**src/rtl/registers.sv**
```systemverilog
// 32 x 32-bit integer register file: one combinational read port, one write per rising edge.
// x0 has no storage and always reads zero; writes aimed at it are dropped.
module registers #(
    parameter int DATA_WIDTH    = 32,
    parameter int ADDRESS_WIDTH = 5
) (
    input  logic                     clock,
    input  logic                     reset_n,
    input  logic [ADDRESS_WIDTH-1:0] read_address,
    input  logic [ADDRESS_WIDTH-1:0] write_address,
    input  logic [DATA_WIDTH-1:0]    write_value,
    output logic [DATA_WIDTH-1:0]    read_value
);

    localparam int NUM_REGS = 2 ** ADDRESS_WIDTH;

    logic [DATA_WIDTH-1:0] regs_q [1:NUM_REGS-1];
    logic [DATA_WIDTH-1:0] regs_d [1:NUM_REGS-1];

    // No write enable: decode steers write_address to 0 when nothing should be written.
    always_comb begin
        for (int i = 1; i < NUM_REGS; i++) begin
            regs_d[i] = regs_q[i];
            if (write_address == ADDRESS_WIDTH'(i)) begin
                regs_d[i] = write_value;
            end
        end
    end

    always_ff @(posedge clock or negedge reset_n) begin
        if (!reset_n) begin
            for (int i = 1; i < NUM_REGS; i++) begin
                regs_q[i] <= '0;
            end
        end else begin
            for (int i = 1; i < NUM_REGS; i++) begin
                regs_q[i] <= regs_d[i];
            end
        end
    end

    // Address 0 matches no entry, so the mux default supplies the hard-wired zero.
    always_comb begin
        read_value = '0;
        for (int i = 1; i < NUM_REGS; i++) begin
            if (read_address == ADDRESS_WIDTH'(i)) begin
                read_value = regs_q[i];
            end
        end
    end

endmodule

```
**config.mk**
```make
export PLATFORM = sky130hd
export DESIGN_NAME = registers
export DESIGN_NICKNAME = d
export VERILOG_FILES = /design/src/rtl/registers.sv
export SDC_FILE = /design/constraint.sdc
export NUM_CORES = 1
export LEC_CHECK = 0
export CAP_MARGIN = 15
export CORE_MARGIN = 2
export CORE_UTILIZATION = 50
export CTS_CLUSTER_DIAMETER = 100
export DETAILED_ROUTE_END_ITERATION = 8
export DONT_BUFFER_PORTS = 1
export SLEW_MARGIN = 20
export SYNTH_ARGS = -nofsm -noshare
export SYNTH_HDL_FRONTEND = slang
export SYNTH_SLANG_ARGS = --single-unit
```
**constraint.sdc**
```tcl
create_clock -name clock -period 2.95 [get_ports clock]
set_input_delay 0.4425 -clock clock [delete_from_list [all_inputs] [get_ports clock]]
set_output_delay 0.4425 -clock clock [all_outputs]
set_load 0.01 [all_outputs]
```
; Yosys cells after proc, flatten, opt, wreduce, memory -nomap -nowiden
; Index checks and enable logic that the tools add are counted.
[totals]
regBits = 992
output_inout_bits = 32
word_cells = 124
input_bits = 44
[classes]
n_mux = 31
eq_ne = 62
[op_table]
columns = op, count
row1 = $mux W32, 31
row2 = $eq A5 B5 Y1 const B, 32
row3 = $eq A5 B4 Y1 const B, 16
row4 = $eq A5 B3 Y1 const B, 8
row5 = $eq A5 B2 Y1 const B, 4
row6 = $eq A5 B1 Y1 const B, 2

; Logic depth before layout (Yosys ltp)
[depth]
depth_word = 32
mapped_depth = 10
mapped_depth_nobuf = 6

; Worst setup path before layout
; Ideal clock, no wire load.
[synth_timing]
path_type = in2out
start = input port read_address[2]
end = output port read_value[15]
arrival_time_ns = 1.919
required_ns = 2.508
setup_slack_ns = 0.589
path_buffers = 3
stages = 9
path_cell_list = buf_4 or3b_1 buf_2 nor2_4 buf_2 nand2_1 o21ai_0 a2111oi_2 o21ai_1
[synth_via]
elab_chain_cells = 32
word_cells_on_any_way = 62
classes_between = eq/ne: 31 / mux: 31
[synth_lines]
columns = item, line
row1 = "start, declared", 9  ; input logic [ADDRESS_WIDTH-1:0] read_address,
row2 = $eq A5 B1 Y1, 46  ; if (read_address == ADDRESS_WIDTH'(i)) begin
row3 = $mux W32 (30 in series), 46
row4 = $mux W32 *, 46
row5 = "end, declared", 12  ; output logic [DATA_WIDTH-1:0] read_value
; Every way passes the cells marked *; elsewhere a longest branch is shown, timed or not.

; Worst setup path in the final report
[layout_timing]
start = input port read_address[1]
end = output port read_value[21]
; Same word-level chain as after synthesis.

==> impl_metrics.ini <==
[yosys]
async_reset_ff_share_pct = 100
syn_inst = 3621
avgSynthCellArea_sq_um = 12.8
syn_area_sq_um = 46400
yosys-top-cells-area = dfrtp_1 (54%), mux2_2 (24%), mux2i_1 (2.4%)
synth_commonest_cells = mux2_2 (997), dfrtp_1 (992), o21ai_0 (174)
synth_enable_flop_cells = 0
synth_top_area_share_pct = 53.5
syn-num-nets = 3665
synth_cell_types = 75
ys.flop_type = dfrtp_1
synth_seq_cells = 992
synth_top_cell_by_area = dfrtp_1
yosysMostFrequentCell = mux2_2
yosys_warnings = 0
ys_seq_area_share_pct = 53.5

[clocking]
h-tree-depth = 3
cts_tree = built
clk_pin_slew_ns = 0.06
clock_latency_ns = 0.67
clock-root-buffer = clkbuf_16
numCtsBuffers = 105
postCtsSetupBuffers = 0
hold_buffers = 32
clock-sinks = 992
cts_buffer_depth = 3

[route]
initialDrtViolationCount = 3148
vias = 31700
wl_mm = 148
firstDrtPassIters = 6
drcViolationCount = 0
wire_per_inst_um = 29.9
vias_per_cell = 6.43
antenna_left = 0

[worst_setup_path]
crit_type = in -> out
critPathArrivalTime_ns = 2.58
cp_slowest_cell = a2111oi_0
crit_path_max_fanout = 204
critical-path-max-stage-delay_ns = 0.77
startpoint_type = input port
crit_required_ns = 2.51
worstSetupEndpointType = output port
crit_chain = nand2_1 > o21ai_0 > a2111oi_0 > o21ai_4 > o32ai_4 > buf_6

[place]
gp_congestion = 0.887
dp_cells = 4699
hpwl_mm = 90.1
portBuffers = 0

[power_and_ir_drop]
p_clk_share_pct = 37.0
seqPwrFrac_pct = 47.8
ir_drop_mv = 0.476
switching_share_pct = 25.5
comb_power_share_pct = 15.2
p_per_area_nw_per_um2 = 733
p_leak_uw = 0.0226
power.internal_uw = 28900
p_switching_uw = 9880

[sta]
hold_viol_final = 154
finalCriticalPeriod_ns = 3.02
worst_pin_slew_ns = 1.30
fmax_mhz = 331
fin_crit_sh_pct = 102
finalSetupViolations = 4
maxSlewViolCount = 0
hold_ws_ns = -0.539
maxSlewHeadroom_pct = 13.1
tns_ns = -0.121
fin_skew_ns = 0
rsz0062_at_grt = true
setup_slack_ns = -0.0710

[layout]
drive_above_1_share_pct = 42.1
reg_top3 = regs_q: 992 flops
largest_register_ffs = 992
finalNetCount = 3643
instances_no_fill = 4931
area_growth_pct = 14.1
max_flop_register = regs_q

[floorplan]
dieWidth_um = 309
start_util_pct = 50.5
die-area_sq_um = 95200
boundaryPins = 76
rows = 111
core-area_sq_um = 91800
dieHeight_um = 309

[grt]
grt_pass1_wl_mm = 218
grt_pass1_vias = 32900
antenna_found_initial = 3
grt_use_met3_pct = 5.64
met1_usage_pct = 41.8
busiest_layer = met2
grt_max_degree = 993
grt_usage_pct = 31.0
grt-ovfl-total = 0
use_met2_pct = 49.6

[run_status]
outcome = complete, but fails checks
violations = negative hold slack, negative setup slack

[min_path]
min_path_type = in -> async

[flow_run]
cap_viol_max_count = 0
worst paths after layout:
kind,startpoint,end,slack [ns],depth (start not counted)
worst max-delay path,read_address[1],read_value[21],-0.07,6
worst min-delay path,reset_n,regs_q[5],-0.54,0
worst max register to register,regs_q[512],regs_q[512],2.13,1
worst min register to register,regs_q[614],regs_q[614],0.49,1
max in group asynchronous,reset_n,regs_q[605],0.46,4
min in group clock,write_value[29],regs_q[285],0.10,3
per-layer routing:
layer / part of all wire, % / wire [um]
met2: 47 / 69700
met3: 6.5 / 9590
met4: 4.1 / 6070
met1: 42 / 62200
met5: 0 / 0
metrics by stage:
| step | util, % | hold WS, ns | total power, uW | setup WS (ns) | area, sq um |
|---|---|---|---|---|---|
| final | 57.6 | -0.539 | 38800 | -0.0710 | 52900 |
| after global routing | 57.6 | -0.562 | 40300 | -0.0763 | 52900 |
| after CTS | 57.3 | -0.553 | 38500 | -0.0771 | 52600 |
| after detailed placement | 52.4 | 0.179 | 23900 | -0.219 | 48100 |
| after global placement | 52.4 | 0.186 | 23400 | -0.227 | 48100 |
| after floorplan | - | 0.147 | 22400 | 0.589 | 46400 |
cells in the final DEF (no fill, tap or decap), drive strengths merged, types with 37 or more instances in the layout:
master / instances
o21ai: 209
clkbuf: 151
dfrtp: 992
a221oi: 52
nor2: 91
a22oi: 61
a21oi: 149
nand2: 118
mux2: 1004
buf: 227
o22ai: 78
o211ai: 37
mux2i: 113
critical path: cells and delay by family:
kind	cells	cell delay (ns)
compound gates	4	1.41
buf+inv	1	0.18
simple gates	1	0.47
power by group through the flow:
stage,registers (uW),logic (uW),clock network (uW)
after CTS,18400,5560,14500
after floorplan,18100,4310,0
after global routing,18900,6350,15100
after detailed placement,18700,5200,0
final,18500,5870,14400
after global placement,18400,4970,0
logic make-up after synthesis:
group	count (synthesis)	share of synthesized area, %
muxes	1123	27.1
DFF	992	53.5
AOI/OAI and AO/OA	777	11.5
buffers and inverters	367	3.72
and+or+nand+nor	362	4.10
repair_timing:
item,CTS,global route
resized for setup,37,27
endpoints found under the setup margin,12,21
pin swaps,8,11
endpoints found under the hold margin,1984,154
final cells by class:
cell class	count	area, sq um
Tap cell	1243	1560
Antenna cell	1	2.50
Multi-Input combinational cell	2262	20300
Fill cell	7348	38900
Inverter	7	26.3
Clock inverter	44	691
Timing Repair Buffer	231	2440
Sequential cell	992	24800
Clock buffer	151	3070
No activity file was read; power rests on OpenSTA's default activity.
